## src/rtl/seg7_scan_ctrl.sv

```systemverilog
`timescale 1ns/1ps
`default_nettype none
// ============================================================================
//  Module   : seg7_scan_ctrl
//  Function : multiplexed common-cathode 7-segment scanner with hex decode,
//             leading-zero suppression, blanking slot and frame-synced load.
//  Revision : 1.0  initial release
// ============================================================================
module seg7_scan_ctrl #(
  parameter int NUM_DIGITS  = 8,
  parameter int SCAN_DIV    = 1,
  parameter int BLANK_CYC   = 0,
  parameter int LZ_SUPPRESS = 1,
  localparam int DIGIT_W    = (NUM_DIGITS > 1) ? $clog2(NUM_DIGITS) : 1
) (
  input  logic                      clk,
  input  logic                      rst,
  input  logic                      en,
  input  logic [4*NUM_DIGITS-1:0]   value,
  input  logic [NUM_DIGITS-1:0]     dp,
  input  logic [NUM_DIGITS-1:0]     blank,
  input  logic                      load,
  output logic [7:0]                seg_data,
  output logic [NUM_DIGITS-1:0]     seg_com,
  output logic [DIGIT_W-1:0]        digit_idx,
  output logic                      frame_done
);

  localparam int c_SLOT_W = (SCAN_DIV > 1) ? $clog2(SCAN_DIV) : 1;

  logic [c_SLOT_W-1:0]       slot_cnt_q,     slot_cnt_d;
  logic [DIGIT_W-1:0]        digit_cnt_q,    digit_cnt_d;
  logic [4*NUM_DIGITS-1:0]   shadow_value_q, shadow_value_d;
  logic [NUM_DIGITS-1:0]     shadow_dp_q,    shadow_dp_d;
  logic [NUM_DIGITS-1:0]     shadow_blank_q, shadow_blank_d;
  logic                      load_pending_q, load_pending_d;
  logic [7:0]                seg_data_q,     seg_data_d;
  logic [NUM_DIGITS-1:0]     seg_com_q,      seg_com_d;
  logic [DIGIT_W-1:0]        digit_idx_q,    digit_idx_d;
  logic                      frame_done_q,   frame_done_d;

  logic                      w_slot_last;
  logic                      w_digit_last;
  logic                      w_frame_wrap;
  logic                      w_in_blank;
  logic [NUM_DIGITS-1:0]     w_suppress;
  logic [3:0]                w_cur_nib;
  logic                      w_cur_dp;
  logic                      w_cur_dark;

  function automatic logic [7:0] hex_to_seg(input logic [3:0] nib);
    case (nib)
      4'h0:    hex_to_seg = 8'hFC;
      4'h1:    hex_to_seg = 8'h60;
      4'h2:    hex_to_seg = 8'hDA;
      4'h3:    hex_to_seg = 8'hF2;
      4'h4:    hex_to_seg = 8'h66;
      4'h5:    hex_to_seg = 8'hB6;
      4'h6:    hex_to_seg = 8'hBE;
      4'h7:    hex_to_seg = 8'hE0;
      4'h8:    hex_to_seg = 8'hFE;
      4'h9:    hex_to_seg = 8'hF6;
      4'hA:    hex_to_seg = 8'hEE;
      4'hB:    hex_to_seg = 8'h3E;
      4'hC:    hex_to_seg = 8'h9C;
      4'hD:    hex_to_seg = 8'h7A;
      4'hE:    hex_to_seg = 8'h9E;
      default: hex_to_seg = 8'h8E;
    endcase
  endfunction

  assign w_slot_last  = (slot_cnt_q == c_SLOT_W'(SCAN_DIV - 1));
  assign w_digit_last = (digit_cnt_q == DIGIT_W'(NUM_DIGITS - 1));
  assign w_frame_wrap = w_slot_last && w_digit_last;
  assign w_in_blank   = (int'(slot_cnt_q) < BLANK_CYC);

  // A digit is a leading zero while it and every digit above it show nothing.
  always_comb begin
    logic zero_run;
    zero_run   = 1'b1;
    w_suppress = '0;
    for (int i = NUM_DIGITS - 1; i >= 0; i--) begin
      zero_run = zero_run && (shadow_value_q[4*i +: 4] == 4'h0) && !shadow_dp_q[i];
      w_suppress[i] = (LZ_SUPPRESS != 0) && (i != 0) && zero_run;
    end
  end

  always_comb begin
    w_cur_nib  = 4'h0;
    w_cur_dp   = 1'b0;
    w_cur_dark = 1'b0;
    for (int i = 0; i < NUM_DIGITS; i++) begin
      if (digit_cnt_q == DIGIT_W'(i)) begin
        w_cur_nib  = shadow_value_q[4*i +: 4];
        w_cur_dp   = shadow_dp_q[i];
        w_cur_dark = shadow_blank_q[i] || w_suppress[i];
      end
    end
  end

  always_comb begin
    slot_cnt_d     = slot_cnt_q;
    digit_cnt_d    = digit_cnt_q;
    shadow_value_d = shadow_value_q;
    shadow_dp_d    = shadow_dp_q;
    shadow_blank_d = shadow_blank_q;
    load_pending_d = load_pending_q;
    seg_data_d     = 8'h00;
    seg_com_d      = '1;
    digit_idx_d    = '0;
    frame_done_d   = 1'b0;

    if (!en) begin
      // Scan halted: the display is dark, so a load may land immediately.
      slot_cnt_d     = '0;
      digit_cnt_d    = '0;
      load_pending_d = 1'b0;
      if (load || load_pending_q) begin
        shadow_value_d = value;
        shadow_dp_d    = dp;
        shadow_blank_d = blank;
      end
    end else begin
      digit_idx_d  = digit_cnt_q;
      frame_done_d = w_frame_wrap;
      if (!w_in_blank) begin
        seg_com_d  = ~(NUM_DIGITS'(1) << digit_cnt_q);
        seg_data_d = w_cur_dark ? 8'h00 : (hex_to_seg(w_cur_nib) | {7'b0, w_cur_dp});
      end

      if (w_slot_last) begin
        slot_cnt_d  = '0;
        digit_cnt_d = w_digit_last ? '0 : digit_cnt_q + DIGIT_W'(1);
      end else begin
        slot_cnt_d  = slot_cnt_q + c_SLOT_W'(1);
      end

      // Shadow only swaps at the frame boundary so a frame is never torn.
      if (w_frame_wrap) begin
        load_pending_d = 1'b0;
        if (load || load_pending_q) begin
          shadow_value_d = value;
          shadow_dp_d    = dp;
          shadow_blank_d = blank;
        end
      end else if (load) begin
        load_pending_d = 1'b1;
      end
    end
  end

  always_ff @(posedge clk or negedge rst) begin
    if (!rst) begin
      slot_cnt_q     <= '0;
      digit_cnt_q    <= '0;
      shadow_value_q <= '0;
      shadow_dp_q    <= '0;
      shadow_blank_q <= '0;
      load_pending_q <= 1'b0;
      seg_data_q     <= 8'h00;
      seg_com_q      <= '1;
      digit_idx_q    <= '0;
      frame_done_q   <= 1'b0;
    end else begin
      slot_cnt_q     <= slot_cnt_d;
      digit_cnt_q    <= digit_cnt_d;
      shadow_value_q <= shadow_value_d;
      shadow_dp_q    <= shadow_dp_d;
      shadow_blank_q <= shadow_blank_d;
      load_pending_q <= load_pending_d;
      seg_data_q     <= seg_data_d;
      seg_com_q      <= seg_com_d;
      digit_idx_q    <= digit_idx_d;
      frame_done_q   <= frame_done_d;
    end
  end

  assign seg_data   = seg_data_q;
  assign seg_com    = seg_com_q;
  assign digit_idx  = digit_idx_q;
  assign frame_done = frame_done_q;

endmodule
`default_nettype wire

```

## config.mk

```make
export PLATFORM = sky130hd
export DESIGN_NAME = seg7_scan_ctrl
export DESIGN_NICKNAME = d
export VERILOG_FILES = /design/src/rtl/seg7_scan_ctrl.sv
export SDC_FILE = /design/constraint.sdc
export NUM_CORES = 1
export LEC_CHECK = 0
export CORE_ASPECT_RATIO = 1.5
export CORE_MARGIN = 2
export CORE_UTILIZATION = 55
export CTS_CLUSTER_DIAMETER = 100
export DETAILED_ROUTE_END_ITERATION = 7
export PLACE_DENSITY = 0.83
export SYNTH_ARGS = -nofsm -noshare
export SYNTH_HDL_FRONTEND = slang
export SYNTH_SLANG_ARGS = --single-unit
```

## constraint.sdc

```tcl
create_clock -name clk -period 6 [get_ports clk]
set_input_delay 0.9 -clock clk [delete_from_list [all_inputs] [get_ports clk]]
set_output_delay 0.9 -clock clk [all_outputs]
set_load 0.02 [all_outputs]
```

==> summary.txt, run 1 <==
Drt
  • Drt first pass iters: 4
  • DRC errors left: 0
  • Routed Antenna Nets: 0
  • Routed len/inst: 17.59 um
  • Vias per inst: 5.826
  • Vias: roughly 2700
  • 1st-iter DRT viols: 194
  • Total Wirelength: 8.107 mm

Global route
  • Global-route wire length before repair: between 10 and 15 mm
  • Largest net degree at the start of global routing: 73
  • Total Routing Usage GR: about 24%
  • Antenna violations before repair: 0
  • Number of global-route vias before repair: 2695
  • Global route overflow: 0

Cells and area
  • Fill count: approximately 500
  • Most frequent cells in the layout: clkdlybuf4s50_1, dfrtp_1, mux2_2
  • Final design utilization: 70.68%
  • Layout cells sized above 1: 21.30%
  • Non-Filler Instances: 461
  • Layout Cell Area excl Fill: 4521 um2
  • P&R area growth vs syn: 26.68%
  • Nets: 444
  • Commonest non-fill, non-tap cell in the layout: clkdlybuf4s50_1
  • ANT cells: 0

Yosys
  • Main flop type after synthesis: dfrtp_1
  • Synthesized flop and latch total: 72
  • Mapped Cells: around 310
  • Post-Syn Nets: 377
  • Mean post-synth cell area: between 10 and 15 um2
  • Mapped cell area: 3568 um2
  • Async set or reset register ratio after synthesis: 100.0%
  • Yosys warns: 0
  • Post-synthesis cell type count: 57
  • Sequential area share after synthesis: 50.77%
  • EDFF count, synth: 0

Run status
  • Status: completed

Clocking
  • # hold bufs at CTS: 0
  • Clock edge transition at the registers on the reported setup and hold paths: around 0.070 ns
  • CTS tree: built
  • Buffer depth of the longest clock path: 2
  • H-tree levels: 3
  • CTS resizes: 0
  • Clock insertion delay at the later pin of the skew report: 0.36 ns
  • Post-CTS setup buffers: 0
  • Inserted Clock Buffers: 9
  • CTS root buffer: clkbuf_8
  • CTS sink count: 72

Setup path
  • CP endpoint kind: flip-flop
  • Worst setup path end: seg_data[2]
  • Reg2reg path depth: 11
  • FF-to-FF End: seg_data[2]
  • R2r startpoint: digit_cnt_q[2]
  • Critical path required time: 6.28 ns
  • Crit Path Class: reg2reg
  • FF-to-FF setup slack: 2.54 ns
  • Worst setup startpoint: digit_cnt_q[2]
  • Startpoint Class: flip-flop
  • CP max FO: 19
  • Arr. time, crit path: 3.75 ns

Timing
  • Final worst slack: 2.536 ns
  • Final setup fails: 0
  • Fin. max-slew vios: 0
  • FMAX: 0.2887 GHz
  • Tightest Pin Transition: 0.8796 ns
  • Fin Setup TNS: 0 ns
  • Final worst-path cycle share: 57.73%
  • RSZ-0062 raised after global routing: no
  • Slew HR: 41.36%
  • Final hold viol count: 0
  • Skew final: 0.008495 ns
  • Min Clock Period, post-route: 3.464 ns

Power
  • Power per cell area: about 310 nW/um2
  • Peak supply drop: 0.0002141 V
  • Leakage: 1.868 nW

Placed design
  • Placed cells: around 450
  • Placed Area: 4303 um2
  • Pre-CTS setup slack: 2.636 ns
  • DP Wirelength: about 6 mm
  • Port Buf Inserts: 71
  • GPL Wtd Cong: 0.8911

Min path
  • Hold Crit Class: reg2reg

Run
  • Max cap viols: 0

Floorplanning
  • Die area: 7161 um2
  • Die height: a little over 100 um
  • Starting density of the core: a little under three fifths
  • DIE WIDTH: 69.77 um
  • Rows: 36
  • Total I/O pin count: 72
  • Core Area: 6396 um2
[registers in the layout, summed over array words and instances, names as in the netlist]
signal          count
shadow_value_q     32
seg_com             8
seg_data            8
shadow_blank_q      8
shadow_dp_q         8
digit_cnt_q         3
digit_idx           3
frame_done          1
load_pending_q      1
[cells by family after synthesis]
kind of cell               after synthesis  share of synthesized area (%)
AOI/OAI and AO/OA                       68                          13.68
adders and majority gates               12                          4.207
and+or+nand+nor                         84                          12.66
buffers and inverters                   30                          3.962
DFF                                     72                          50.77
muxes                                   47                          14.73
[metal layers]
metal / vias up / wire length (um) / track usage [%]
li1: 1258 / - / -
met1: 1340 / 3168 / 27.15
met2: 69 / 4402 / 44.03
met3: 19 / 310 / 6.452
met4: 0 / 225 / 10.95
met5: - / 0 / 0
[synth_stat cells, types with 2 or more instances]
library cell | instances | area, um2
dfrtp_1 | 64 | 1602
mux2_2 | 44 | 495.5
nand2_1 | 23 | 86.33
nor2_1 | 21 | 78.83
a21oi_1 | 16 | 80.08
ha_1 | 12 | 150.1
inv_1 | 12 | 45.04
o21ai_0 | 12 | 60.06
clkbuf_1 | 8 | 30.03
dfstp_2 | 8 | 210.2
nor2b_1 | 8 | 50.05
buf_2 | 5 | 25.02
o22ai_1 | 5 | 31.28
a211oi_1 | 4 | 30.03
and2_1 | 4 | 25.02
or4_1 | 4 | 30.03
mux2i_1 | 3 | 30.03
nand3_1 | 3 | 15.01
nand3b_1 | 3 | 22.52
nor3_1 | 3 | 15.01
a211o_1 | 2 | 17.52
a211oi_2 | 2 | 25.02
a221o_1 | 2 | 20.02
a221oi_1 | 2 | 17.52
buf_4 | 2 | 15.01
buf_6 | 2 | 22.52
nand4b_1 | 2 | 17.52
o2111ai_1 | 2 | 17.52
o211a_1 | 2 | 20.02
o21ai_1 | 2 | 10.01
o311a_1 | 2 | 20.02
o31a_1 | 2 | 17.52
o31ai_1 | 2 | 15.01
or2_2 | 2 | 12.51
[layout make-up]
type	count	area [um2]	share of cell area (%)
tap	76	95.09	2.104
multi-input combinational	211	1627	35.98
clock buffer	14	182.7	4.041
clock inverter	2	35.03	0.7750
inverter	13	48.80	1.079
timing repair buffer	73	720.7	15.94
sequential	72	1812	40.08
[power breakdown]
group	total (mW)	switching (mW)	internal, mW
Sequential	0.607	0.0501	0.557
Clock	0.413	0.176	0.237
Combinational	0.361	0.179	0.182
Total	1.38	0.405	0.976
[worst min-delay path by stage]
stage | start | to | slack, ns | cells past startpoint
after floorplan | load_pending_q | load_pending_q | 0.45 | 2
after global placement | load_pending_q | load_pending_q | 0.49 | 2
after detailed placement | shadow_blank_q[6] | shadow_blank_q[6] | 0.49 | 1
after CTS | shadow_blank_q[6] | shadow_blank_q[6] | 0.51 | 1
after global routing | shadow_blank_q[6] | shadow_blank_q[6] | 0.53 | 1
final | shadow_blank_q[6] | shadow_blank_q[6] | 0.50 | 1
[per-stage QoR]
stage	total power [mW]	hold WS (ns)
floorplan	0.8410	0.4469
global placement	0.9619	0.4892
detailed placement	0.9775	0.4915
CTS	1.392	0.5079
global route	1.453	0.5348
finish	1.381	0.5027
[worst max-delay path, stage by stage, from the launching register on]
cell	delay, ns
dfrtp_1	0.71
inv_1	0.27
ha_1	0.42
or2_4	0.30
o31a_1	0.24
o311a_1	0.13
o21ai_1	0.43
inv_1	0.17
ha_1	0.32
mux2i_1	0.16
o22ai_1	0.10
nor2_1	0.13
Power figures use the tool's default switching activity.
==> run 2: changes to the inputs <==
CORE_UTILIZATION = 51   (was 55)
PLACE_DENSITY = 0.77   (was 0.83)
clock period = 3.27 ns   (was 6 ns; I/O delays follow)
==> summary.txt, run 2 (synthesized netlist as in run 1, its figures left out) <==
Placed design
  • Port Buf Inserts: 71
  • DP Wirelength: 6.089 mm
  • Pre-CTS setup slack: 0.3530 ns
  • GPL Wtd Cong: about 0.90

Cells and area
  • ANT cells: 0
  • Layout cells sized above 1: 22.34%
  • Largest Register: shadow_value_q
  • Most frequent cells in the layout: clkdlybuf4s50_1, dfrtp_1, mux2_2
  • Commonest non-fill, non-tap cell in the layout: clkdlybuf4s50_1
  • Nets: 453
  • Fill count: around 570
  • P&R area growth vs syn: 27.17%
  • Max reg flops: 32

Timing
  • Skew final: 0.007458 ns
  • Final setup fails: 0
  • Tightest Pin Transition: 1.122 ns
  • Fin. max-slew vios: 0
  • Fin Setup TNS: 0 ns
  • Slew HR: 25.20%
  • FMAX: ~0.34 GHz
  • Final worst slack: 0.3239 ns
  • Final worst-path cycle share: 90.09%
  • Final hold viol count: 0
  • Min Clock Period, post-route: 2.946 ns
  • RSZ-0062 raised after global routing: no

Power
  • Peak supply drop: 0.0003613 V
  • Leakage: roughly 1.9 nW
  • Power per cell area: 526.8 nW/um2

Run
  • Max cap viols: 0

Setup path
  • Critical path's top delay family: compound AO/OA/AOI/OAI gates
  • R2r startpoint: digit_cnt_q[1]
  • Critical path required time: 3.52 ns
  • CP endpoint kind: flip-flop
  • Crit Path Class: reg2reg
  • Startpoint Class: flip-flop
  • Arr. time, crit path: 3.19 ns
  • Cell chain of the critical path: inv_1 -> ha_1 -> nor2b_1 -> a221oi_1 -> o21ai_1 -> a21oi_1 -> o31a_1 -> inv_1 -> ha_1 -> mux2i_1 -> nor2_1 -> a211oi_1
  • Worst Path Buf+Inv: 2
  • CP max FO: 14
  • Worst setup startpoint: digit_cnt_q[1]
  • CP max stage cell: ha_1
  • CP max stage delay: ~0.43 ns

Floorplanning
  • Die area: roughly 7700 um2
  • Starting density of the core: 52.44%
  • Rows: 37
  • Die height: 106.4 um
  • Total I/O pin count: 72
  • DIE WIDTH: 72.30 um
  • Core Area: roughly 6800 um2

Clocking
  • CTS root buffer: clkbuf_8
  • Inserted Clock Buffers: 9
  • Clock insertion delay at the later pin of the skew report: 0.35 ns
  • CTS tree: built
  • H-tree levels: 3
  • CTS sink count: 72
  • Buffer depth of the longest clock path: 2
  • # hold bufs at CTS: 0
  • Clock edge transition at the registers on the reported setup and hold paths: around 0.07 ns

Min path
  • Hold Crit Class: in2async

Drt
  • Total Wirelength: 8.075 mm
  • Vias per inst: 5.790
  • Routed Antenna Nets: 0
  • Vias: 2733
  • 1st-iter DRT viols: ~140
  • Routed len/inst: 17.11 um
  • DRC errors left: 0
  • Drt first pass iters: 4

Global route
  • Number of global-route vias before repair: 2801
  • Antenna violations before repair: 0
  • Global-route wire length before repair: 13.23 mm
  • Largest net degree at the start of global routing: 53
  • Global route overflow: 0
  • Total Routing Usage GR: 22.89%

Run status
  • Status: completed
==> run 2: final timing paths <==
check | slack (ns) | to | depth (start not counted)
min | 0.36 | frame_done | 1
max reg2reg | 0.32 | seg_data[1] | 12
max in group asynchronous | 2.09 | shadow_dp_q[6] | 2
max | 0.32 | seg_data[1] | 12
min in group clk | 0.51 | digit_cnt_q[0] | 1
min reg2reg | 0.51 | digit_cnt_q[0] | 1
==> run 2: layout make-up <==
class / count / area [um2] / area share (%)
multi-input cells: 211 / 1630 / 35.92
inverters: 13 / 48.80 / 1.075
clock inverters: 1 / 5.005 / 0.1103
repair buffers: 82 / 788.3 / 17.37
clock buffers: 15 / 156.4 / 3.446
well taps: 78 / 97.59 / 2.151
flip-flops and latches: 72 / 1812 / 39.92
==> run 2: through the flow <==
step                      instance area (um2)  hold WS, ns  power [mW]  instances  utilization, %
after floorplan                          3568       0.1949       1.543        313               -
after global placement                   4373       0.4844       1.775        456           64.26
after detailed placement                 4373       0.4958       1.800        456           64.26
after CTS                                4534       0.3884       2.402        472           66.63
after global routing                     4538       0.4599       2.516        472           66.69
final                                    4538       0.3609       2.391        472           66.69
==> run 2: where the power goes <==
group | internal [mW] | switching (mW) | leakage [nW]
combinational | 0.342 | 0.332 | 0.946
clock | 0.297 | 0.304 | 0.0817
sequential | 1.02 | 0.0924 | 0.856
==> run 2: what timing repair did <==
item,CTS,global route
resized for setup,0,1
buffers inserted,0,0
endpoints found under the setup margin,0,1
==> run 2: routing by layer <==
metal	track usage, %	wire, um
met1	25.44	3098
met4	11.86	258
met3	5.213	334
met5	0	0
met2	39.84	4383
==> run 3: changes to the inputs <==
GPL_ROUTABILITY_DRIVEN = 0   (was default)
==> summary.txt, run 3 (synthesized netlist as in run 1, its figures left out) <==
Run status
  • Status: completed

Drt
  • Drt first pass iters: 4
  • Routed Antenna Nets: 0
  • 1st-iter DRT viols: approximately 210
  • Routed len/inst: between 15 and 20 um
  • Vias per inst: 5.684
  • DRC errors left: 0
  • Total Wirelength: 7.833 mm
  • Vias: roughly 2700

Global route
  • Global-route wire length before repair: 12.85 mm
  • Antenna violations before repair: 0
  • Number of global-route vias before repair: 2708
  • Total Routing Usage GR: 22.20%
  • Global route overflow: 0
  • Largest net degree at the start of global routing: 53

Clocking
  • Buffer depth of the longest clock path: 2
  • CTS tree: built
  • Inserted Clock Buffers: 9
  • # hold bufs at CTS: 0
  • CTS root buffer: clkbuf_8
  • Clock insertion delay at the later pin of the skew report: about 0.36 ns
  • H-tree levels: 3
  • Post-CTS setup buffers: 0
  • Clock edge transition at the registers on the reported setup and hold paths: 0.07 ns
  • CTS sink count: 72
  • CTS resizes: 0

Setup path
  • CP endpoint kind: flip-flop
  • Critical path required time: 3.52 ns
  • CP max stage delay: between 0.5 and 0.6 ns
  • CP max stage cell: ha_1
  • CP max FO: 18
  • Worst Path Buf+Inv: 2
  • Cell chain of the critical path: inv_1 -> ha_1 -> nand2b_1 -> a21boi_0 -> o311a_1 -> o21ai_1 -> inv_1 -> ha_1 -> mux2i_1 -> nor2_1 -> a211oi_1
  • Arr. time, crit path: 3.26 ns
  • Critical path's top delay family: compound AO/OA/AOI/OAI gates
  • Crit Path Class: reg2reg
  • Startpoint Class: flip-flop

Timing
  • Fin. max-slew vios: 0
  • Min Clock Period, post-route: 3.009 ns
  • FMAX: 0.3324 GHz
  • Slew HR: 26.57%
  • Final setup fails: 0
  • Skew final: between 0.01 and 0.015 ns
  • Tightest Pin Transition: ~1.1 ns
  • Final hold viol count: 0
  • Fin Setup TNS: 0 ns
  • Final worst-path cycle share: 92.01%
  • RSZ-0062 raised after global routing: no

Cells and area
  • ANT cells: 0
  • Most frequent cells in the layout: clkdlybuf4s50_1, dfrtp_1, mux2_2
  • FF/Latch Area: about 1800 um2
  • Area of the multi-input gates: 1627 um2
  • Commonest non-fill, non-tap cell in the layout: clkdlybuf4s50_1
  • P&R area growth vs syn: 27.07%
  • Max reg flops: 32
  • Largest Register: shadow_value_q
  • Nets: about 450
  • Layout cells sized above 1: 22.08%
  • Fill count: approximately 550

Floorplanning
  • Starting density of the core: 52.44%
  • Die area: 7695 um2
  • Die height: between 100 and 150 um
  • DIE WIDTH: a little over 70 um
  • Rows: 37
  • Core Area: 6805 um2
  • Total I/O pin count: 72

Power
  • Tot Pwr: 2.377 mW
  • Switching power: 0.7114 mW
  • Clock power share: 24.8%
  • Peak supply drop: between 0.0003 and 0.0004 V
  • P_int: 1.665 mW
  • Combinational Power Share: 28.5%
  • Flop pwr share: 46.7%
  • Sw frac: approximately 30%
  • Leakage: roughly 1.9 nW
  • Power per cell area: 524.2 nW/um2

Run
  • Max cap viols: 0

Placed design
  • Port Buf Inserts: 71
  • DP Wirelength: 6.032 mm

Min path
  • Hold Crit Class: in2async
## run 3: cell counts in the layout (fill, tap and decap cells not counted)
Identical to the previous run, type by type.
## run 3: routing by layer
| metal | up-vias | GRT usage, % | routed length [um] |
|---|---|---|---|
| li1 | 1276 | - | - |
| met1 | 1319 | 25.00 | 3045 |
| met2 | 64 | 37.16 | 4210 |
| met3 | 24 | 3.981 | 304 |
| met4 | 0 | 15.36 | 273 |
| met5 | - | 0 | 0 |
## run 3: power by group through the flow
| stage | clock (mW) | combinational [mW] | sequential (mW) |
|---|---|---|---|
| floorplan | 0 | 0.401 | 1.14 |
| global placement | 0 | 0.655 | 1.12 |
| detailed placement | 0 | 0.675 | 1.13 |
| CTS | 0.605 | 0.679 | 1.11 |
| global route | 0.642 | 0.736 | 1.13 |
| finish | 0.589 | 0.676 | 1.11 |
## run 3: cell type report
cell class | instances | area share, %
Multi-Input combinational cell | 211 | 35.87
Sequential cell | 72 | 39.96
Tap cell | 78 | 2.152
Timing Repair Buffer | 82 | 17.38
Clock buffer | 15 | 3.449
Inverter | 13 | 1.076
Clock inverter | 1 | 0.1104
## run 3: metrics by stage
stage	cell area, um2	worst slack (ns)	hold WS (ns)	utilization [%]	instances
2_1_floorplan	3568	0.6801	0.1949	-	313
3_3_place_gp	4373	0.5009	0.4896	64.26	456
3_5_place_dp	4373	0.3103	0.4949	64.26	456
4_1_cts	4534	0.2833	0.3760	66.63	472
5_1_grt	4534	0.02176	0.4277	66.63	472
6_report	4534	0.2612	0.3504	66.63	472
## run 3: path summary, 6_finish.rpt
path / start / endpoint / slack (ns) / cells past startpoint
min in group clk: shadow_blank_q[6] / shadow_blank_q[6] / 0.51 / 1
hold / removal: rst / digit_cnt_q[2] / 0.35 / 1
hold reg to reg: shadow_blank_q[6] / shadow_blank_q[6] / 0.51 / 1
setup reg to reg: digit_cnt_q[1] / seg_data[1] / 0.26 / 11
setup / recovery: digit_cnt_q[1] / seg_data[1] / 0.26 / 11
max in group asynchronous: rst / shadow_value_q[31] / 2.13 / 2
